File: src/rtl/miriscv_pkg.sv
// Shared core definitions for the instruction prefetch path: data widths, the NOP
// encoding, the buffered entry layout and the prefetcher FSM states.
package miriscv_pkg;

    localparam int XLEN = 32;
    localparam int ILEN = 32;

    localparam logic [ILEN-1:0] RV_NOP = 32'h0000_0013;

    typedef struct packed {
        logic [ILEN-1:0] instr;
        logic [XLEN-1:0] pc;
    } pf_entry_t;

    typedef enum logic {
        PF_IDLE = 1'b0,
        PF_RUN  = 1'b1
    } pf_state_e;

endpackage

File: src/rtl/miriscv_instr_prefetch_buffer_if.sv
// Bus bundle of the prefetcher: instruction-memory request/response side and the
// downstream instruction stream towards fetch.
interface miriscv_instr_prefetch_buffer_if;
    import miriscv_pkg::*;

    // Memory: a request is taken in every cycle instr_req_o is high (no stall); responses
    // come back in request order at least one cycle later. Stream: an instruction moves
    // downstream in exactly the cycles where pf_valid_o and pf_ready_i are both high.
    logic            instr_req_o;
    logic [XLEN-1:0] instr_addr_o;
    logic            instr_rvalid_i;
    logic [XLEN-1:0] instr_rdata_i;
    logic            pf_valid_o;
    logic [ILEN-1:0] pf_instr_o;
    logic [XLEN-1:0] pf_pc_o;
    logic            pf_ready_i;

    modport master (
        output instr_req_o, instr_addr_o,
        input  instr_rvalid_i, instr_rdata_i,
        output pf_valid_o, pf_instr_o, pf_pc_o,
        input  pf_ready_i
    );

    modport slave (
        input  instr_req_o, instr_addr_o,
        output instr_rvalid_i, instr_rdata_i,
        input  pf_valid_o, pf_instr_o, pf_pc_o,
        output pf_ready_i
    );

endinterface

File: src/rtl/miriscv_sync_fifo.sv
// Synchronous FIFO of prefetch entries with registered storage; flush wins over
// push and pop, and a push into a full FIFO is taken only alongside a pop.
module miriscv_sync_fifo
    import miriscv_pkg::*;
#(
    parameter int DEPTH = 4
) (
    input  logic                   clk_i,
    input  logic                   arstn_i,
    input  logic                   push_i,
    input  logic                   pop_i,
    input  logic                   flush_i,
    input  pf_entry_t              wdata_i,
    output pf_entry_t              rdata_o,
    output logic [$clog2(DEPTH):0] count_o,
    output logic                   full_o,
    output logic                   empty_o
);

    localparam int AW = $clog2(DEPTH);
    localparam logic [AW:0]   FULL_CNT = (AW+1)'(DEPTH);
    localparam logic [AW:0]   CNT_ONE  = (AW+1)'(1);
    localparam logic [AW-1:0] PTR_ONE  = AW'(1);

    pf_entry_t     mem_q [DEPTH];
    logic [AW-1:0] wr_ptr_q, wr_ptr_d;
    logic [AW-1:0] rd_ptr_q, rd_ptr_d;
    logic [AW:0]   cnt_q, cnt_d;
    logic          push_en, pop_en;

    always_comb begin
        pop_en   = pop_i & ~flush_i & (cnt_q != '0);
        push_en  = push_i & ~flush_i & ((cnt_q != FULL_CNT) | pop_en);
        wr_ptr_d = wr_ptr_q;
        rd_ptr_d = rd_ptr_q;
        cnt_d    = cnt_q;
        if (flush_i) begin
            wr_ptr_d = '0;
            rd_ptr_d = '0;
            cnt_d    = '0;
        end else begin
            if (push_en) wr_ptr_d = wr_ptr_q + PTR_ONE;
            if (pop_en)  rd_ptr_d = rd_ptr_q + PTR_ONE;
            case ({push_en, pop_en})
                2'b10:   cnt_d = cnt_q + CNT_ONE;
                2'b01:   cnt_d = cnt_q - CNT_ONE;
                default: cnt_d = cnt_q;
            endcase
        end
    end

    always_ff @(posedge clk_i) begin
        if (!arstn_i) begin
            wr_ptr_q <= '0;
            rd_ptr_q <= '0;
            cnt_q    <= '0;
        end else begin
            wr_ptr_q <= wr_ptr_d;
            rd_ptr_q <= rd_ptr_d;
            cnt_q    <= cnt_d;
        end
    end

    // Storage needs no reset: the top masks the head whenever the FIFO is empty.
    always_ff @(posedge clk_i) begin
        if (push_en) mem_q[wr_ptr_q] <= wdata_i;
    end

    assign rdata_o = mem_q[rd_ptr_q];
    assign count_o = cnt_q;
    assign full_o  = (cnt_q == FULL_CNT);
    assign empty_o = (cnt_q == '0);

endmodule

File: src/rtl/miriscv_instr_prefetch_buffer.sv
// Sequential instruction prefetcher with redirect flush and stale-response discard.
// Optional same-cycle response bypass to the consumer: MIRISCV_PREFETCH_BYPASS_EN.
module miriscv_instr_prefetch_buffer
    import miriscv_pkg::*;
#(
    parameter int DEPTH = 4
) (
    input  logic                             clk_i,
    input  logic                             arstn_i,
    input  logic [XLEN-1:0]                  boot_addr_i,
    input  logic                             cu_boot_addr_load_en_i,
    input  logic                             cu_kill_f_i,
    input  logic [XLEN-1:0]                  cu_pc_bra_i,
    miriscv_instr_prefetch_buffer_if.master  bus,
    output pf_state_e                        dbg_state_o
);

    localparam int CW = $clog2(DEPTH) + 1;
    localparam logic [CW:0]     CAP     = (CW+1)'(DEPTH);
    localparam logic [CW-1:0]   CNT_ONE = CW'(1);
    localparam logic [XLEN-1:0] PC_STEP = XLEN'(4);

    pf_state_e       state_q, state_d;
    logic [XLEN-1:0] req_pc_q, req_pc_d;
    logic [XLEN-1:0] resp_pc_q, resp_pc_d;
    logic [CW-1:0]   outst_q, outst_d;
    logic [CW-1:0]   discard_q, discard_d;

    logic            running, redirect, issue;
    logic            resp_take, resp_keep, bypass_valid, bypass_take;
    logic            fifo_push, fifo_pop, fifo_full, fifo_empty;
    logic [CW-1:0]   fifo_cnt;
    logic [XLEN-1:0] target;
    pf_entry_t       fifo_head, fifo_wdata;

    always_comb begin
        running   = (state_q == PF_RUN);
        redirect  = cu_boot_addr_load_en_i | (running & cu_kill_f_i);
        target    = cu_boot_addr_load_en_i ? boot_addr_i : cu_pc_bra_i;
        issue     = running & ~redirect & (({1'b0, fifo_cnt} + {1'b0, outst_q}) < CAP);
        // Responses with nothing outstanding belong to requests cancelled by reset.
        resp_take = bus.instr_rvalid_i & (outst_q != '0);
        resp_keep = resp_take & (discard_q == '0) & ~redirect;
`ifdef MIRISCV_PREFETCH_BYPASS_EN
        bypass_valid = fifo_empty & resp_keep;
`else
        bypass_valid = 1'b0;
`endif
        bypass_take = bypass_valid & bus.pf_ready_i;
        fifo_push   = resp_keep & ~bypass_take;
        fifo_pop    = ~fifo_empty & bus.pf_ready_i & ~redirect;
        fifo_wdata  = '{instr: bus.instr_rdata_i, pc: resp_pc_q};

        bus.instr_req_o  = issue;
        bus.instr_addr_o = req_pc_q;
        bus.pf_valid_o   = ~fifo_empty | bypass_valid;
        if (!fifo_empty) begin
            bus.pf_instr_o = fifo_head.instr;
            bus.pf_pc_o    = fifo_head.pc;
        end else if (bypass_valid) begin
            bus.pf_instr_o = bus.instr_rdata_i;
            bus.pf_pc_o    = resp_pc_q;
        end else begin
            bus.pf_instr_o = RV_NOP;
            bus.pf_pc_o    = '0;
        end
    end

    always_comb begin
        state_d   = state_q;
        req_pc_d  = req_pc_q;
        resp_pc_d = resp_pc_q;
        discard_d = discard_q;
        outst_d   = outst_q;
        if (issue && !resp_take)      outst_d = outst_q + CNT_ONE;
        else if (!issue && resp_take) outst_d = outst_q - CNT_ONE;
        if (redirect) begin
            // Everything still in flight after this cycle answers the old stream.
            state_d   = PF_RUN;
            req_pc_d  = target;
            resp_pc_d = target;
            discard_d = outst_d;
        end else begin
            if (issue)     req_pc_d  = req_pc_q + PC_STEP;
            if (resp_keep) resp_pc_d = resp_pc_q + PC_STEP;
            if (resp_take && (discard_q != '0)) discard_d = discard_q - CNT_ONE;
        end
    end

    always_ff @(posedge clk_i) begin
        if (!arstn_i) begin
            state_q   <= PF_IDLE;
            req_pc_q  <= '0;
            resp_pc_q <= '0;
            outst_q   <= '0;
            discard_q <= '0;
        end else begin
            state_q   <= state_d;
            req_pc_q  <= req_pc_d;
            resp_pc_q <= resp_pc_d;
            outst_q   <= outst_d;
            discard_q <= discard_d;
        end
    end

    miriscv_sync_fifo #(.DEPTH(DEPTH)) u_fifo (
        .clk_i   (clk_i),
        .arstn_i (arstn_i),
        .push_i  (fifo_push),
        .pop_i   (fifo_pop),
        .flush_i (redirect),
        .wdata_i (fifo_wdata),
        .rdata_o (fifo_head),
        .count_o (fifo_cnt),
        .full_o  (fifo_full),
        .empty_o (fifo_empty)
    );

    no_overflow_a: assert property (@(posedge clk_i) disable iff (!arstn_i)
        !(fifo_push && fifo_full && !fifo_pop));

    assign dbg_state_o = state_q;

endmodule

File: src/flat_wrapper.sv
// flat-port wrapper written by rule: the top's interface ports become plain ports
module miriscv_instr_prefetch_buffer_flat import miriscv_pkg::*;
#(
    parameter int DEPTH = 4
)
  (clk_i, arstn_i, boot_addr_i, cu_boot_addr_load_en_i, cu_kill_f_i, cu_pc_bra_i, dbg_state_o, bus_instr_req_o, bus_instr_addr_o, bus_instr_rvalid_i, bus_instr_rdata_i, bus_pf_valid_o, bus_pf_instr_o, bus_pf_pc_o, bus_pf_ready_i);
  miriscv_instr_prefetch_buffer_if bus_i ();
  input  logic clk_i;
  input  logic arstn_i;
  input  logic [XLEN-1:0] boot_addr_i;
  input  logic cu_boot_addr_load_en_i;
  input  logic cu_kill_f_i;
  input  logic [XLEN-1:0] cu_pc_bra_i;
  output pf_state_e dbg_state_o;
  output wire logic [$bits(bus_i.instr_req_o)-1:0] bus_instr_req_o;
  output wire logic [$bits(bus_i.instr_addr_o)-1:0] bus_instr_addr_o;
  input wire logic [$bits(bus_i.instr_rvalid_i)-1:0] bus_instr_rvalid_i;
  input wire logic [$bits(bus_i.instr_rdata_i)-1:0] bus_instr_rdata_i;
  output wire logic [$bits(bus_i.pf_valid_o)-1:0] bus_pf_valid_o;
  output wire logic [$bits(bus_i.pf_instr_o)-1:0] bus_pf_instr_o;
  output wire logic [$bits(bus_i.pf_pc_o)-1:0] bus_pf_pc_o;
  input wire logic [$bits(bus_i.pf_ready_i)-1:0] bus_pf_ready_i;
  assign bus_instr_req_o = bus_i.instr_req_o;
  assign bus_instr_addr_o = bus_i.instr_addr_o;
  assign bus_i.instr_rvalid_i = bus_instr_rvalid_i;
  assign bus_i.instr_rdata_i = bus_instr_rdata_i;
  assign bus_pf_valid_o = bus_i.pf_valid_o;
  assign bus_pf_instr_o = bus_i.pf_instr_o;
  assign bus_pf_pc_o = bus_i.pf_pc_o;
  assign bus_i.pf_ready_i = bus_pf_ready_i;
  miriscv_instr_prefetch_buffer #(.DEPTH(DEPTH)) u_core (.clk_i(clk_i), .arstn_i(arstn_i), .boot_addr_i(boot_addr_i), .cu_boot_addr_load_en_i(cu_boot_addr_load_en_i), .cu_kill_f_i(cu_kill_f_i), .cu_pc_bra_i(cu_pc_bra_i), .bus(bus_i), .dbg_state_o(dbg_state_o));
endmodule
File: config.mk
export PLATFORM = sky130hd
export DESIGN_NAME = miriscv_instr_prefetch_buffer_flat
export DESIGN_NICKNAME = d
export VERILOG_FILES = /design/src/rtl/miriscv_pkg.sv /design/src/rtl/miriscv_instr_prefetch_buffer_if.sv /design/src/rtl/miriscv_sync_fifo.sv /design/src/rtl/miriscv_instr_prefetch_buffer.sv /design/src/flat_wrapper.sv
export SDC_FILE = /design/constraint.sdc
export NUM_CORES = 1
export LEC_CHECK = 0
export CAP_MARGIN = 20
export CORE_MARGIN = 3
export CORE_UTILIZATION = 40
export CTS_CLUSTER_SIZE = 30
export DETAILED_ROUTE_END_ITERATION = 12
export PLACE_DENSITY_LB_ADDON = 0.2
export REMOVE_ABC_BUFFERS = 1
export SKIP_CTS_REPAIR_TIMING = 1
export SLEW_MARGIN = 30
export SYNTH_ARGS = -nofsm -noshare
export SYNTH_HDL_FRONTEND = slang
export SYNTH_SLANG_ARGS = --single-unit
File: constraint.sdc
create_clock -name clk_i -period 9.8 [get_ports clk_i]
set_input_delay 1.96 -clock clk_i [delete_from_list [all_inputs] [get_ports clk_i]]
set_output_delay 1.96 -clock clk_i [all_outputs]
set_load 0.02 [all_outputs]
==> qor.json, run 1 <==
{
  "critical_path.endpoint_type": "primary output",
  "power_mw": 3.36,
  "vias": 8779,
  "r2r_end": "u_core.u_fifo.mem_q[2][9]",
  "maxClockFrequency_mhz": 156,
  "met3WireLength_um": 2150,
  "post_route_cells_drive_above_1_share": 0.126,
  "grt_use_total": 0.174,
  "port_buffers": 200,
  "worstHoldPathCells": 2,
  "maximum_number_of_pins_on_one_net_before_global_route_repair": 70,
  "filler_cell_count": 2962,
  "core_region_area_sq_mm": 0.0348,
  "clock_path_buffers": 3,
  "drc": 0,
  "grt_pass1_vias": 9047,
  "timing.final.hold_violations": 0,
  "fp-row-count": 68,
  "ant_nets": 0,
  "die-height_um": 195,
  "synth_edf_count": 256,
  "overflow": 0,
  "worst-endpoint-required_ns": 7.84,
  "cp-startpoint": "cu_kill_f_i",
  "slew_viol_final": 0,
  "placed_cell_area_sq_mm": 0.0167,
  "synth_sequential_area_ratio": 0.650,
  "min_from": "u_core.u_fifo.rd_ptr_q[1]",
  "setup_tns_ns": 0,
  "cts_num_sinks": 334,
  "htreeDepth": 2,
  "finalCriticalPeriod_ns": 6.39,
  "status": "completed",
  "hold_path_end": "u_core.u_fifo.rd_ptr_q[1]",
  "fp.dieArea_sq_mm": 0.0379,
  "syn_inst": 972,
  "r2r_cells": 7,
  "number_of_failing_setup_endpoints_in_the_final_timing_report": 0,
  "insertedDiodeCount": 0,
  "worst_hold_path_type": "reg -> reg",
  "synth-main-ff-cell": "sky130_fd_sc_hd__edfxtp_1",
  "powerDensity_mw_per_mm2": 188,
  "startpoint_type": "primary input",
  "wl_um": 33100,
  "tritoncts": "done",
  "floorplan.initialDensity": 0.409,
  "netlist_area_sq_mm": 0.0142,
  "grt_antenna_before_repair": 0,
  "dp.final_hpwl_um": 21000,
  "setup_ws_ns": 3.41,
  "area.sequential_sq_mm": 0.00926,
  "setup.reg_to_reg.worst_slack_ns": 6.23,
  "detailroute.wirelength.met2_um": 15000,
  "die_w_um": 195,
  "synth.yosys.warnings": 0,
  "place_congestion": 0.786,
  "timing.final.crit_share": 0.652,
  "via_per_inst": 5.29,
  "slew_headroom": 0.393,
  "design.final.nets": 1291,
  "clk_skew_ns": 0.0119,
  "grt_first_pass_wirelength_um": 52200,
  "final_cell_mix": "256 x sky130_fd_sc_hd__edfxtp_1, 199 x sky130_fd_sc_hd__clkdlybuf4s50_1, 76 x sky130_fd_sc_hd__dfxtp_1",
  "clock-root-buffer": "sky130_fd_sc_hd__clkbuf_16",
  "area_growth_pct": 25.4,
  "crit-reg2reg-launch": "u_core.outst_q[1]",
  "worst_slew_pin_slew_ns": 0.900,
  "io-pin-count": 201,
  "first_iter_violations": 447,
  "synth.avg_cell_area_sq_um": 14.6,
  "maxCapViolations": 0,
  "synth-seq-cells": 334,
  "cp_max_fo": 50,
  "design_area_sq_mm": 0.0178,
  "clkSlewWorstSetupHoldPaths_ns": 0.06,
  "postSynth.asyncResetShare": 0,
  "synth.distinct_cells": 63,
  "grt_setup_unrepaired": "false",
  "clock_buffers_created_by_tritoncts": 38,
  "crit_type": "in -> out",
  "final_common_cell": "sky130_fd_sc_hd__edfxtp_1",
  "firstDrtPassIters": 5,
  "worst_skew_pair.late_latency_ns": 0.51,
  "placement.setup.worst_slack_ns": 3.43,
  "met1_length_um": 15500,
  "peakVddDrop_mv": 0.107,
  "cp.arrival_ns": 4.43,
  "top_signal_layer_used": "met4",
  "drt-wirelength-per-cell_um": 19.9,
  "multiInputGateArea_sq_mm": 0.00468,
  "static-leakage-power_nw": 5.78
}
==> state kept, by name, summed over array words and instances, names as in the netlist, named ones only <==
register	cells
u_core.u_fifo.mem_q	256
u_core.outst_q	3
u_core.u_fifo.rd_ptr_q	2
u_core.dbg_state_o	1
u_core.bus.instr_addr_o	31
u_core.discard_q	3
u_core.u_fifo.count_o	3
u_core.u_fifo.wr_ptr_q	2
u_core.resp_pc_q	31
==> stage by stage <==
step | cells | utilization | hold slack (ns)
floorplan | 925 | - | 0.460
global placement | 1589 | 0.479 | 0.506
detailed placement | 1590 | 0.480 | 0.511
CTS | 1658 | 0.512 | 0.530
global route | 1658 | 0.513 | 0.545
finish | 1658 | 0.513 | 0.528
==> critical path, cell delays in order <==
cell                              delay, ns
sky130_fd_sc_hd__clkdlybuf4s50_1       0.50
sky130_fd_sc_hd__and2_2                0.34
sky130_fd_sc_hd__nor2_4                0.10
sky130_fd_sc_hd__buf_4                 0.46
sky130_fd_sc_hd__nand2_1               0.20
sky130_fd_sc_hd__inv_1                 0.19
sky130_fd_sc_hd__clkdlybuf4s50_1       0.63
==> power breakdown <==
group / total [mW] / internal [mW] / switching, mW
sequential: 1.65 / 1.59 / 0.0548
combinational: 0.410 / 0.192 / 0.218
clock: 1.30 / 0.765 / 0.535
total: 3.36 / 2.55 / 0.807
==> Yosys cell counts, types with 7 or more instances <==
| cell type | count | share of area |
|---|---|---|
| sky130_fd_sc_hd__and3_1 | 12 | 0.0053 |
| sky130_fd_sc_hd__nand3_1 | 23 | 0.0081 |
| sky130_fd_sc_hd__clkbuf_1 | 32 | 0.0084 |
| sky130_fd_sc_hd__edfxtp_1 | 256 | 0.54 |
| sky130_fd_sc_hd__and2_1 | 67 | 0.029 |
| sky130_fd_sc_hd__nand2_1 | 64 | 0.017 |
| sky130_fd_sc_hd__mux4_2 | 64 | 0.10 |
| sky130_fd_sc_hd__o311ai_0 | 19 | 0.012 |
| sky130_fd_sc_hd__o21ai_0 | 25 | 0.0088 |
| sky130_fd_sc_hd__dfxtp_1 | 78 | 0.11 |
| sky130_fd_sc_hd__buf_2 | 8 | 0.0028 |
| sky130_fd_sc_hd__nand2b_1 | 22 | 0.0097 |
| sky130_fd_sc_hd__nor2_1 | 31 | 0.0082 |
| sky130_fd_sc_hd__a21oi_1 | 49 | 0.017 |
| sky130_fd_sc_hd__nand4_1 | 31 | 0.014 |
| sky130_fd_sc_hd__a31oi_1 | 7 | 0.0031 |
| sky130_fd_sc_hd__a211oi_1 | 7 | 0.0037 |
| sky130_fd_sc_hd__inv_1 | 26 | 0.0069 |
| sky130_fd_sc_hd__xnor2_1 | 18 | 0.011 |
| sky130_fd_sc_hd__ha_1 | 13 | 0.011 |
| sky130_fd_sc_hd__xor2_1 | 31 | 0.019 |
| sky130_fd_sc_hd__nor3_1 | 10 | 0.0035 |
==> layer usage <==
metal	up-vias	track usage
met5	-	0
met4	0	0.0346
met3	37	0.0428
met2	253	0.273
met1	4334	0.249
li1	4155	-
==> worst max path at each step <==
stage | endpoint | slack [ns] | depth (start not counted)
global placement | bus_instr_req_o | 3.49 | 7
global route | bus_instr_req_o | 3.20 | 7
CTS | bus_instr_req_o | 3.41 | 7
finish | bus_instr_req_o | 3.41 | 7
floorplan | bus_instr_req_o | 3.51 | 4
detailed placement | bus_instr_req_o | 3.43 | 7
==> cells by family after synthesis <==
family                   synth area share
AO/OA/AOI/OAI                      0.0613
XOR/XNOR                           0.0302
adder cells (fa/ha/maj)            0.0136
buffers and inverters              0.0226
flip-flops                          0.650
multiplexers                        0.103
AND/OR/NAND/NOR                     0.119
==> cell type report <==
| class | count | share of cell area |
|---|---|---|
| clock inverter | 17 | 0.00624 |
| timing repair buffer | 210 | 0.117 |
| inverter | 26 | 0.00547 |
| tap | 455 | 0.0319 |
| sequential | 334 | 0.519 |
| clock buffer | 51 | 0.0578 |
| multi-input combinational | 565 | 0.262 |
Power figures use the tool's default switching activity.
==> run 2, diff against run 1 <==
==> constraint.sdc (replaced) <==
create_clock -name clk_i -period 6.55 [get_ports clk_i]
set_input_delay 1.31 -clock clk_i [delete_from_list [all_inputs] [get_ports clk_i]]
set_output_delay 1.31 -clock clk_i [all_outputs]
set_load 0.02 [all_outputs]
==> run 2 against run 1 <==
Net effect:
- clock power rose by 55%
- critical endpoint unchanged
- register-to-register slack lost 3.3 ns
- first-iteration DRC count grew 0.22%
==> qor.json, run 2 (synthesis gave the netlist of run 1 again) <==
{
  "status": "completed",
  "worst-endpoint-required_ns": 5.24,
  "worst_hold_path_type": "reg -> reg",
  "via_per_inst": 5.29,
  "slew_headroom": 0.386,
  "firstDrtPassIters": 5,
  "fp-row-count": 68,
  "maxCapViolations": 0,
  "r2r_cells": 7,
  "drc": 0,
  "powerDensity_mw_per_mm2": 285,
  "worstHoldPathCells": 0,
  "port_buffers": 200,
  "insertedDiodeCount": 0,
  "grt_first_pass_wirelength_um": 52900,
  "startpoint_type": "flip-flop",
  "overflow": 0,
  "clock-root-buffer": "sky130_fd_sc_hd__clkbuf_16",
  "cp_max_fo": 19,
  "clk_skew_ns": 0.0167,
  "final_cell_mix": "256 x sky130_fd_sc_hd__edfxtp_1, 199 x sky130_fd_sc_hd__clkdlybuf4s50_1, 76 x sky130_fd_sc_hd__dfxtp_1",
  "grt_use_total": 0.176,
  "crit_path_max_incr_delay_ns": 0.63,
  "timing.final.crit_share": 0.696,
  "grt_pass1_vias": 9064,
  "first_iter_violations": 448,
  "worst_slew_pin_slew_ns": 0.910,
  "grt_antenna_before_repair": 1,
  "htreeDepth": 2,
  "slew_viol_final": 0,
  "finalCriticalPeriod_ns": 4.56,
  "core_region_area_sq_mm": 0.0348,
  "ant_nets": 0,
  "post_route_cells_drive_above_1_share": 0.128,
  "crit_path_top_delay_cell": "sky130_fd_sc_hd__clkdlybuf4s50_1",
  "filler_cell_count": 3007,
  "fin_util": 0.515,
  "setup_tns_ns": 0,
  "cp.arrival_ns": 3.25,
  "grt_setup_unrepaired": "false",
  "place_congestion": 0.795,
  "critPathTopFamily": "simple AND/OR/NAND/NOR gates",
  "clkSlewWorstSetupHoldPaths_ns": 0.06,
  "clock_path_buffers": 3,
  "maxClockFrequency_mhz": 219,
  "cp.depth": 6,
  "largest_register_ff_count": 256,
  "final_common_cell": "sky130_fd_sc_hd__edfxtp_1",
  "peakVddDrop_mv": 0.146,
  "drt-wirelength-per-cell_um": 20.2,
  "tritoncts": "done",
  "area_growth_pct": 25.9,
  "static-leakage-power_nw": 5.82,
  "path_buf_inv": 2,
  "number_of_failing_setup_endpoints_in_the_final_timing_report": 0,
  "top_register": "u_core.u_fifo.mem_q",
  "vias": 8759,
  "maximum_number_of_pins_on_one_net_before_global_route_repair": 63,
  "wl_um": 33500,
  "io-pin-count": 201,
  "die_w_um": 195,
  "design.final.nets": 1291,
  "cts_num_sinks": 334,
  "dp.final_hpwl_um": 21800,
  "crit_type": "reg -> out",
  "clock_buffers_created_by_tritoncts": 37,
  "worst_skew_pair.late_latency_ns": 0.52,
  "timing.final.hold_violations": 0,
  "critical_path.endpoint_type": "primary output",
  "crit_chain": "ha_1 -> or4b_4 -> nor2_4 -> nand2_1 -> inv_1 -> clkdlybuf4s50_1",
  "placed_cell_area_sq_mm": 0.0167,
  "die-height_um": 195,
  "fp.dieArea_sq_mm": 0.0379,
  "design_area_sq_mm": 0.0179,
  "floorplan.initialDensity": 0.409
}
## run 2: worst register-to-register path: stages, from the launching register on
cell and delay, ns:
sky130_fd_sc_hd__dfxtp_1 0.43, sky130_fd_sc_hd__inv_1 0.09, sky130_fd_sc_hd__ha_1 0.19, sky130_fd_sc_hd__ha_1 0.21, sky130_fd_sc_hd__nand3b_1 0.40, sky130_fd_sc_hd__nor3_1 0.70
sky130_fd_sc_hd__and2_4 0.77, sky130_fd_sc_hd__buf_4 0.45
## run 2: where the power goes
group / leakage, nW / switching, mW / internal (mW)
Clock: 0.580 / 0.816 / 1.21
Sequential: 2.97 / 0.0828 / 2.39
Combinational: 2.26 / 0.323 / 0.288
Total: 5.82 / 1.22 / 3.88
## run 2: area by class of cell
cell class                      instances  area, sq um  share of cell area
Sequential cell                       334         9260               0.517
Multi-Input combinational cell        565         4680               0.261
Timing Repair Buffer                  211         2120               0.118
Clock buffer                           51         1010              0.0563
Tap cell                              455          569              0.0318
Clock inverter                         15          174             0.00971
Inverter                               26         97.6             0.00545
## run 2: layer usage
| metal | global-route usage | wire length, um | vias to the layer above |
|---|---|---|---|
| li1 | - | - | 4151 |
| met1 | 0.250 | 15400 | 4297 |
| met2 | 0.281 | 15500 | 267 |
| met3 | 0.0390 | 2110 | 44 |
| met4 | 0.0399 | 546 | 0 |
| met5 | 0 | 0 | - |
## run 2: path summary, 6_finish.rpt
| kind | startpoint | endpoint | slack, ns |
|---|---|---|---|
| max | u_core.u_fifo.count_o[2] | bus_instr_req_o | 1.99 |
| min | u_core.resp_pc_q[31] | u_core.u_fifo.mem_q[2][31] | 0.53 |
| max reg2reg | u_core.outst_q[1] | u_core.u_fifo.mem_q[1][27] | 2.98 |
| min reg2reg | u_core.resp_pc_q[31] | u_core.u_fifo.mem_q[2][31] | 0.53 |
## run 2: per-stage QoR
step | hold slack, ns | power, mW | cells | worst slack [ns]
after global placement | 0.499 | 3.12 | 1589 | 2.07
final | 0.528 | 5.10 | 1657 | 1.99
after detailed placement | 0.525 | 3.13 | 1591 | 2.07
after global routing | 0.546 | 5.32 | 1657 | 1.77
after CTS | 0.534 | 5.17 | 1657 | 1.93
after floorplan | 0.460 | 2.84 | 925 | 1.53
==> run 3, diff against run 2 <==
==> constraint.sdc (replaced) <==
create_clock -name clk_i -period 4.1 [get_ports clk_i]
set_input_delay 0.82 -clock clk_i [delete_from_list [all_inputs] [get_ports clk_i]]
set_output_delay 0.82 -clock clk_i [all_outputs]
set_load 0.02 [all_outputs]
==> run 3 against run 2 <==
Net effect:
- core utilization rose by 0.34 points
- power rose by 55%
- non-clock buffer count up 17
- count of clock-buffer cells in the layout fell by 4
- largest cell class unchanged
- sequential share of layout area down 0.34 points
- clock power rose by 46%
- sequential power is 60% higher
- highest routed layer unchanged
- critical endpoint unchanged
- critical path depth did not move
==> qor.json, run 3 (synthesis gave the netlist of run 1 again) <==
{
  "crit_path_max_incr_delay_ns": 0.64,
  "number_of_failing_setup_endpoints_in_the_final_timing_report": 0,
  "fin_util": 0.518,
  "critical_path.endpoint_type": "primary output",
  "insertedDiodeCount": 0,
  "cp.arrival_ns": 2.83,
  "clk_skew_ns": 0.0169,
  "crit_path_top_delay_cell": "sky130_fd_sc_hd__clkdlybuf4s50_1",
  "grt_first_pass_wirelength_um": 51700,
  "port_buffers": 200,
  "drc": 0,
  "fp-row-count": 68,
  "grt_pass1_vias": 9040,
  "maxCapViolations": 0,
  "static-leakage-power_nw": 5.86,
  "core_region_area_sq_mm": 0.0348,
  "final_cell_mix": "256 x sky130_fd_sc_hd__edfxtp_1, 199 x sky130_fd_sc_hd__clkdlybuf4s50_1, 76 x sky130_fd_sc_hd__dfxtp_1",
  "ant_nets": 0,
  "largest_register_ff_count": 256,
  "post_route_cells_drive_above_1_share": 0.139,
  "place_congestion": 0.828,
  "clock_buffers_created_by_tritoncts": 37,
  "crit_type": "reg -> out",
  "worst_skew_pair.late_latency_ns": 0.53,
  "timing.final.crit_share": 0.890,
  "top_register": "u_core.u_fifo.mem_q",
  "area_growth_pct": 26.7,
  "fp.dieArea_sq_mm": 0.0379,
  "design_area_sq_mm": 0.0180,
  "overflow": 0,
  "grt_setup_unrepaired": "false",
  "met1_length_um": 15600,
  "detailroute.wirelength.met2_um": 14900,
  "design.final.nets": 1308,
  "firstDrtPassIters": 5,
  "drt-wirelength-per-cell_um": 19.8,
  "die-height_um": 195,
  "clock_path_buffers": 3,
  "floorplan.initialDensity": 0.409,
  "dp.final_hpwl_um": 22600,
  "timing.final.hold_violations": 0,
  "crit_chain": "ha_1 -> or4b_4 -> nor2_4 -> nand2_1 -> inv_1 -> clkdlybuf4s50_1",
  "power_mw": 7.91,
  "wl_um": 33200,
  "via_per_inst": 5.33,
  "final_common_cell": "sky130_fd_sc_hd__edfxtp_1",
  "clkSlewWorstSetupHoldPaths_ns": 0.06,
  "grt_use_total": 0.173,
  "startpoint_type": "flip-flop",
  "worst_hold_path_type": "reg -> reg",
  "setup_tns_ns": 0,
  "finalCriticalPeriod_ns": 3.65,
  "worst_slew_pin_slew_ns": 0.979,
  "final_hold_slack_ns": 0.502,
  "first_iter_violations": 397,
  "slew_headroom": 0.339,
  "peakVddDrop_mv": 0.283,
  "placed_cell_area_sq_mm": 0.0169,
  "met3WireLength_um": 2140,
  "status": "completed",
  "die_w_um": 195,
  "vias": 8928,
  "slew_viol_final": 0,
  "cp_max_fo": 5,
  "maxClockFrequency_mhz": 274,
  "cts_num_sinks": 334,
  "tritoncts": "done",
  "top_signal_layer_used": "met4",
  "grt_antenna_before_repair": 0,
  "worst-endpoint-required_ns": 3.28,
  "clock-root-buffer": "sky130_fd_sc_hd__clkbuf_16",
  "htreeDepth": 2,
  "maximum_number_of_pins_on_one_net_before_global_route_repair": 65,
  "io-pin-count": 201,
  "powerDensity_mw_per_mm2": 439
}
==> run 3: cell types whose count changed in the layout (fill, tap and decap cells not counted) <==
| cell | before | now |
|---|---|---|
| sky130_fd_sc_hd__bufinv_16 | 3 | 0 |
| sky130_fd_sc_hd__inv_16 | 1 | 0 |
| sky130_fd_sc_hd__clkinv_1 | 4 | 8 |
| sky130_fd_sc_hd__clkinvlp_4 | 0 | 2 |
| sky130_fd_sc_hd__buf_16 | 2 | 0 |
| sky130_fd_sc_hd__clkinv_4 | 0 | 1 |
| sky130_fd_sc_hd__buf_4 | 9 | 18 |
| sky130_fd_sc_hd__inv_8 | 1 | 0 |
| sky130_fd_sc_hd__clkinv_2 | 4 | 6 |
| sky130_fd_sc_hd__clkinv_8 | 0 | 2 |
| sky130_fd_sc_hd__inv_6 | 2 | 1 |
| sky130_fd_sc_hd__clkbuf_8 | 3 | 0 |
| sky130_fd_sc_hd__buf_12 | 0 | 10 |
| sky130_fd_sc_hd__clkbuf_1 | 11 | 10 |
==> run 3: cell type report <==
class / instances / area (sq um)
clock inverters: 20 / 125
clock buffers: 47 / 963
inverters: 26 / 97.6
flip-flops and latches: 334 / 9260
well taps: 455 / 569
repair buffers: 228 / 2330
multi-input cells: 565 / 4680
fillers: 2954 / 16800
==> run 3: final timing paths <==
kind	from	endpoint	slack, ns	cells after the start
worst min-delay path	u_core.resp_pc_q[22]	u_core.u_fifo.mem_q[0][22]	0.50	0
worst max register to register	u_core.outst_q[1]	u_core.u_fifo.mem_q[2][21]	1.48	9
worst max-delay path	u_core.u_fifo.count_o[2]	bus_instr_req_o	0.45	6
worst min register to register	u_core.resp_pc_q[22]	u_core.u_fifo.mem_q[0][22]	0.50	0
==> run 3: through the flow <==
step | std cells | setup slack, ns
floorplan | 925 | -0.428
global placement | 1608 | 0.648
detailed placement | 1608 | 0.636
CTS | 1675 | 0.394
global route | 1675 | 0.308
finish | 1675 | 0.451
==> run 3: routing by layer <==
metal	global-route usage	vias up
met5	0	-
met4	0.0383	0
met3	0.0388	45
met2	0.267	285
met1	0.253	4410
li1	-	4188
==> run 3: power breakdown <==
group / total, mW / internal, mW / switching, mW / leakage, nW
Combinational: 1.02 / 0.491 / 0.524 / 2.36
Sequential: 3.94 / 3.81 / 0.131 / 2.97
Clock: 2.95 / 1.68 / 1.28 / 0.526
Total: 7.91 / 5.98 / 1.93 / 5.86
==> run 3: worst max-delay path, delay by kind of cell (launching register included) <==
| kind | cells | cell delay [ns] |
|---|---|---|
| adders and majority gates | 1 | 0.26 |
| buffers and inverters | 2 | 0.80 |
| DFF | 1 | 0.41 |
| and+or+nand+nor | 3 | 0.85 |
